`config.mk`:
```
export PLATFORM = sky130hd
export DESIGN_NAME = alu_issue_flat
export DESIGN_NICKNAME = d
export VERILOG_FILES = /design/src/rtl/alu_issue_if.sv /design/src/rtl/alu_issue.sv /design/src/flat_wrapper.sv
export SDC_FILE = /design/constraint.sdc
export NUM_CORES = 1
export LEC_CHECK = 0
export CAP_MARGIN = 15
export CORE_MARGIN = 4
export CORE_UTILIZATION = 52
export DETAILED_ROUTE_END_ITERATION = 7
export MAX_ROUTING_LAYER = met4
export PLACE_DENSITY_LB_ADDON = 0.3
export SYNTH_ARGS = -nofsm -noshare
export SYNTH_HDL_FRONTEND = slang
export SYNTH_SLANG_ARGS = --single-unit
```
`constraint.sdc`:
```
create_clock -name clk -period 1.7 [get_ports clk]
set_input_delay 0.34 -clock clk [delete_from_list [all_inputs] [get_ports clk]]
set_output_delay 0.34 -clock clk [all_outputs]
set_load 0.03 [all_outputs]
```
`src/rtl/alu_issue_if.sv`:
```
// Instruction issue handshake between the decoder and alu_issue.
// The decoder holds the master side; alu_issue holds the slave side.
interface alu_issue_if;
  logic       in_valid;
  logic       in_ready;
  logic [3:0] in_op;
  logic [2:0] in_rd;
  logic [2:0] in_rs1;
  logic [2:0] in_rs2;

  modport master (
    output in_valid, in_op, in_rd, in_rs1, in_rs2,
    input  in_ready
  );

  modport slave (
    input  in_valid, in_op, in_rd, in_rs1, in_rs2,
    output in_ready
  );
endinterface

```
`src/rtl/alu_issue.sv`:
```
// Issue/writeback controller for the registered 16-bit ALU: 8x16 register file, operand issue, result writeback.
// Build option ALU_FWD_EN: forward the ALU result into dependent operands instead of stalling one cycle.
module alu_issue (
  input  logic             clk,
  input  logic             rst_n,
  alu_issue_if.slave       issue,
  output logic [15:0]      alu_a,
  output logic [15:0]      alu_b,
  output logic [3:0]       alu_op,
  input  logic [15:0]      alu_res,
  input  logic [3:0]       alu_flags,
  output logic             wb_valid,
  output logic [2:0]       wb_rd,
  output logic [15:0]      wb_data,
  output logic [3:0]       flags_q,
  input  logic [2:0]       dbg_addr,
  output logic [15:0]      dbg_data
);

  typedef enum logic [3:0] {
    OP_NOP = 4'd0,
    OP_ADD = 4'd1,
    OP_SUB = 4'd2,
    OP_AND = 4'd3,
    OP_OR  = 4'd4,
    OP_XOR = 4'd5,
    OP_SHL = 4'd6,
    OP_SHR = 4'd7,
    OP_NOT = 4'd15
  } op_e;

  // Operands/opcode held while the ALU samples them.
  typedef struct packed {
    logic        live;
    logic [3:0]  op;
    logic [2:0]  rd;
`ifdef ALU_FWD_EN
    logic [2:0]  rs1;
    logic [2:0]  rs2;
`endif
    logic [15:0] a;
    logic [15:0] b;
  } s1_t;

  function automatic logic is_live(input logic [3:0] op);
    case (op)
      OP_ADD, OP_SUB, OP_AND, OP_OR, OP_XOR, OP_SHL, OP_SHR, OP_NOT: is_live = 1'b1;
      default:                                                       is_live = 1'b0;
    endcase
  endfunction

  logic [15:0] regs [1:7];
  s1_t         s1_q;
  s1_t         s1_d;
  logic        s2_live;
  logic [2:0]  s2_rd;

  logic        accept;
  logic        wb_we;
  logic [15:0] src_a;
  logic [15:0] src_b;
  logic        fwd_a;
  logic        fwd_b;

  // The instruction in S2 writes back on this edge; r0 writes are dropped.
  assign wb_we  = s2_live && (s2_rd != 3'd0);
  assign accept = issue.in_valid && issue.in_ready;

`ifdef ALU_FWD_EN
  assign issue.in_ready = 1'b1;
  assign fwd_a = s1_q.live && s2_live && (s2_rd != 3'd0) && (s1_q.rs1 == s2_rd);
  assign fwd_b = s1_q.live && s2_live && (s2_rd != 3'd0) && (s1_q.rs2 == s2_rd);
`else
  logic raw_hazard;
  // S1's result only reaches the register file two edges later, so a reader must wait one bubble.
  assign raw_hazard = s1_q.live && (s1_q.rd != 3'd0) &&
                      ((issue.in_rs1 == s1_q.rd) || (issue.in_rs2 == s1_q.rd));
  assign issue.in_ready = !(issue.in_valid && raw_hazard);
  assign fwd_a = 1'b0;
  assign fwd_b = 1'b0;
`endif

  // Register read with write-through from the writeback on the same edge.
  always_comb begin
    // NOTE: every always_comb output gets a default first so no path can infer a latch.
    src_a = '0;
    src_b = '0;
    if (issue.in_rs1 != 3'd0) src_a = regs[issue.in_rs1];
    if (issue.in_rs2 != 3'd0) src_b = regs[issue.in_rs2];
    if (wb_we && (s2_rd == issue.in_rs1)) src_a = alu_res;
    if (wb_we && (s2_rd == issue.in_rs2)) src_b = alu_res;
  end

  // NOPs enter S1 as an empty slot, which already drives alu_op=0 and zero operands.
  always_comb begin
    s1_d = '0;
    if (accept && is_live(issue.in_op)) begin
      s1_d.live = 1'b1;
      s1_d.op   = issue.in_op;
      s1_d.rd   = issue.in_rd;
`ifdef ALU_FWD_EN
      s1_d.rs1  = issue.in_rs1;
      s1_d.rs2  = issue.in_rs2;
`endif
      s1_d.a    = src_a;
      s1_d.b    = src_b;
    end
  end

  assign alu_op = s1_q.op;
  assign alu_a  = fwd_a ? alu_res : s1_q.a;
  assign alu_b  = fwd_b ? alu_res : s1_q.b;

  always_ff @(posedge clk or negedge rst_n) begin
    if (!rst_n) begin
      s1_q     <= '0;
      s2_live  <= 1'b0;
      s2_rd    <= '0;
      wb_valid <= 1'b0;
      wb_rd    <= '0;
      wb_data  <= '0;
      flags_q  <= '0;
      // NOTE: the register file is architecturally zero after reset, so it is reset here like any flop.
      for (int i = 1; i < 8; i++) regs[i] <= '0;
    end else begin
      // NOTE: non-blocking assignments so every stage samples the pre-edge value of the one before it.
      s1_q     <= s1_d;
      s2_live  <= s1_q.live;
      s2_rd    <= s1_q.rd;
      wb_valid <= s2_live;
      if (s2_live) begin
        wb_rd   <= s2_rd;
        wb_data <= alu_res;
        flags_q <= alu_flags;
      end
      if (wb_we) regs[s2_rd] <= alu_res;
    end
  end

  assign dbg_data = (dbg_addr == 3'd0) ? 16'h0000 : regs[dbg_addr];

endmodule
```
`src/flat_wrapper.sv`:
```
// flat-port wrapper written by rule: the top's interface ports become plain ports
module alu_issue_flat 
  (clk, rst_n, alu_a, alu_b, alu_op, alu_res, alu_flags, wb_valid, wb_rd, wb_data, flags_q, dbg_addr, dbg_data, issue_in_valid, issue_in_op, issue_in_rd, issue_in_rs1, issue_in_rs2, issue_in_ready);
  alu_issue_if issue_i ();
  input  logic clk;
  input  logic rst_n;
  output logic [15:0] alu_a;
  output logic [15:0] alu_b;
  output logic [3:0] alu_op;
  input  logic [15:0] alu_res;
  input  logic [3:0] alu_flags;
  output logic wb_valid;
  output logic [2:0] wb_rd;
  output logic [15:0] wb_data;
  output logic [3:0] flags_q;
  input  logic [2:0] dbg_addr;
  output logic [15:0] dbg_data;
  input wire logic [$bits(issue_i.in_valid)-1:0] issue_in_valid;
  input wire logic [$bits(issue_i.in_op)-1:0] issue_in_op;
  input wire logic [$bits(issue_i.in_rd)-1:0] issue_in_rd;
  input wire logic [$bits(issue_i.in_rs1)-1:0] issue_in_rs1;
  input wire logic [$bits(issue_i.in_rs2)-1:0] issue_in_rs2;
  output wire logic [$bits(issue_i.in_ready)-1:0] issue_in_ready;
  assign issue_i.in_valid = issue_in_valid;
  assign issue_i.in_op = issue_in_op;
  assign issue_i.in_rd = issue_in_rd;
  assign issue_i.in_rs1 = issue_in_rs1;
  assign issue_i.in_rs2 = issue_in_rs2;
  assign issue_in_ready = issue_i.in_ready;
  alu_issue u_core (.clk(clk), .rst_n(rst_n), .issue(issue_i), .alu_a(alu_a), .alu_b(alu_b), .alu_op(alu_op), .alu_res(alu_res), .alu_flags(alu_flags), .wb_valid(wb_valid), .wb_rd(wb_rd), .wb_data(wb_data), .flags_q(flags_q), .dbg_addr(dbg_addr), .dbg_data(dbg_data));
endmodule
```
==> flow_metrics.env <==
export IMPL_status="finished, violations left"
export IMPL_failed_checks="setup timing"
export IMPL_cp_cell_sequence="xor2_1, nor3_2, o21ai_2, inv_1, nand2_1, buf_6"
export IMPL_postSynth_asyncResetShare=1.000
export IMPL_final_layout_size_suffix_gt1_frac=0.4889
export IMPL_drt_iter0_markers=747
export IMPL_grt_remaining_overflow=0
export IMPL_final_cell_mix="181 x mux2_2, 174 x dfrtp_1, 87 x buf_4"
export IMPL_synth_main_ff_cell="dfrtp_1"
export IMPL_area_growth_pct=25.02
export IMPL_numPortBuffers=115
export IMPL_setup_viol=17
export IMPL_start_util=0.5373
export IMPL_die_y_microns=148.0
export IMPL_tns_ns=-4.151
export IMPL_final_util=0.6717
export IMPL_clkSlewWorstSetupHoldPaths_ns=0.07
export IMPL_worst_path_buf_inv=2
export IMPL_design_area_sq_um=12730
export IMPL_period_minus_slack_ns=2.001
export IMPL_synth_compound_area_frac=0.1047
export IMPL_setup_ws_ns=-0.3013
export IMPL_grt_max_degree=44
export IMPL_clkPwrFrac=0.284
export IMPL_cp_end_kind="output pin"
export IMPL_synth_area_sq_um=10180
export IMPL_clock_sinks=180
export IMPL_seq_area_sq_um=4512
export IMPL_core_sq_um=18960
export IMPL_fill_cells=1312
export IMPL_synth_edf_count=0
export IMPL_synth_simple_area_share=0.04017
export IMPL_drtPass1Iterations=5
export IMPL_synthMuxAreaShare=0.3152
export IMPL_start_kind="register"
export IMPL_layout_commonest_cell="mux2_2"
export IMPL_cp_data_required_time_ns=1.36
export IMPL_ir_worst_vdd_v=0.0007768
export IMPL_p_leak_nw=5.871
export IMPL_postPlaceCellArea_sq_um=11570
export IMPL_power_density_nw_per_um2=1093
export IMPL_combinationalPowerShare=0.305
export IMPL_hold_violations=0
export IMPL_fin_nets=925
export IMPL_grt_util_all_layers=0.2655
export IMPL_internal_power_w=0.009557
export IMPL_max_stage_delay_ns=0.45
export IMPL_hold_slack_ns=0.3871
export IMPL_arrival_ns=1.66
export IMPL_grt_pass1_wl_microns=43740
export IMPL_yosys_warnings=0
export IMPL_fin_crit_sh=1.177
export IMPL_sequentialPowerShare=0.411
export IMPL_finalPower_w=0.01392
export IMPL_synth_top_family_by_area="multiplexers"
export IMPL_synth_fa_ha_area_frac=0
export IMPL_insertedDiodeCount=0
export IMPL_vias_per_cell=6.198
export IMPL_clock_latency_ns=0.43
export IMPL_cap_violations=0
export IMPL_grt_setup_unrepaired="yes"
export IMPL_worst_setup_path_type="reg -> out"
export IMPL_drcViolationCount=0
export IMPL_fin_skew_ns=0.01017
export IMPL_antenna_found_initial=0
export IMPL_cts_root_buf="clkbuf_16"
export IMPL_p_sw_w=0.004367
export IMPL_syn_area_per_cell_sq_um=13.54
export IMPL_die_x_microns=148.0
export IMPL_syn_instance_count=752
export IMPL_cts_buffers=17
export IMPL_synth_nets=791
export IMPL_maxSlewViolCount=0
export IMPL_tritoncts="yes"
export IMPL_synth_seq_cells=180
export IMPL_hold_class="reg -> reg"
export IMPL_synth_cell_types=43
export IMPL_multi_input_area_sq_um=4957
export IMPL_crit_fanout=4
export IMPL_dp_hpwl_microns=18240
export IMPL_cts_buffer_depth=2
export IMPL_io_pins=116
export IMPL_grt_pass1_vias=7396
export IMPL_switching_share=0.3136
export IMPL_slowest_stage="dfrtp_2"
export IMPL_drt_wirelength_per_cell_microns=23.75
export IMPL_route_antenna_remaining_nets=0
export IMPL_rows=50
export IMPL_max_freq_ghz=0.4997
export IMPL_crit_family="flip-flops"
export IMPL_vias=7177
export IMPL_relSlewSlack=0.6551
export IMPL_synth_xor_area_share=0.008600
export IMPL_seq_area_frac_synth=0.4423
export IMPL_die_area_sq_um=21890
export IMPL_worstMarginPinSlew_ns=0.5157
export IMPL_finalWirelength_microns=27500
export IMPL_gp_congestion=0.9662
export IMPL_h_tree_depth=4
## per-layer routing
metal,track usage,vias up,share of wire
li1,-,3080,-
met4,0.07206,0,0.016
met1,0.3813,3693,0.44
met5,-,-,0
met3,0.04660,29,0.078
met2,0.3950,375,0.47
## what timing repair did
item,4_1_cts,5_1_grt
gates cloned,2,1
pin swaps,21,7
endpoints found under the setup margin,116,81
resized for setup,109,18
hold endpoints to repair,38,0
setup buffers,46,7
hold buffers,1,0
## cells in the mapped netlist, types with 7 or more instances
library cell     count  area (sq um)
clkdlybuf4s25_2      8         80.08
clkbuf_8            11         151.4
o21ai_0             16         80.08
o211a_1             32         320.3
buf_2               25         125.1
a22oi_1             47         352.8
mux4_2              26         585.6
buf_1                9         33.78
o211ai_1            32         240.2
mux4_1              21         551.8
dfrtp_1            180          4504
nand2_1             51         191.4
buf_6               11         123.9
buf_4               42         315.3
mux2_2             181          2038
and2_4               7         61.31
## power groups by stage
| stage | clock [W] | combinational [W] | sequential [W] |
|---|---|---|---|
| after global placement | 0 | 0.00369 | 0.00574 |
| final | 0.00395 | 0.00425 | 0.00572 |
| after floorplan | 0 | 0.00254 | 0.00573 |
| after detailed placement | 0 | 0.00379 | 0.00582 |
| after global routing | 0.00420 | 0.00451 | 0.00580 |
| after CTS | 0.00401 | 0.00416 | 0.00567 |
## per-stage QoR
| stage | setup slack (ns) | cells |
|---|---|---|
| after floorplan | -0.003095 | 752 |
| after global placement | -0.6125 | 1071 |
| after detailed placement | -0.6254 | 1071 |
| after CTS | -0.3182 | 1151 |
| after global routing | -0.3662 | 1158 |
| final | -0.3013 | 1158 |
## logic make-up (layout without fill, tap and decap cells)
kind of cell / count (synthesis) / in the layout
multiplexers: 230 / 230
flip-flops: 180 / 180
AO/OA/AOI/OAI: 135 / 135
buffers and inverters: 120 / 266
AND/OR/NAND/NOR: 77 / 77
XOR/XNOR: 10 / 10
## flip-flops by register name (all words and copies together) (netlist names)
name	cells
u_core.regs	112
u_core.alu_a	16
u_core.alu_b	16
u_core.wb_data	16
u_core.alu_op	4
u_core.flags_q	4
u_core.s1_q	4
u_core.s2_rd	3
u_core.wb_rd	3
u_core.s2_live	1
u_core.wb_valid	1
## path summary, 6_finish.rpt
| path | from | end | slack [ns] | cells after the start |
|---|---|---|---|---|
| min | u_core.s1_q[39] | u_core.s2_live | 0.39 | 0 |
| max reg2reg | u_core.s2_rd[1] | u_core.alu_a[11] | 0.03 | 6 |
| max in group asynchronous | rst_n | u_core.regs[109] | 0.70 | 3 |
| min reg2reg | u_core.s1_q[39] | u_core.s2_live | 0.39 | 0 |
| max | u_core.s1_q[33] | issue_in_ready | -0.30 | 6 |
| min in group asynchronous | rst_n | u_core.flags_q[0] | 0.41 | 2 |
## area by class of cell
class,count,area share
inverter,2,0.0005896
multi-input combinational,452,0.3893
sequential,180,0.3543
tap,260,0.02555
timing repair buffer,233,0.1844
clock buffer,21,0.03616
clock inverter,10,0.009630
Note: power is estimated with default switching activity, not from simulation.
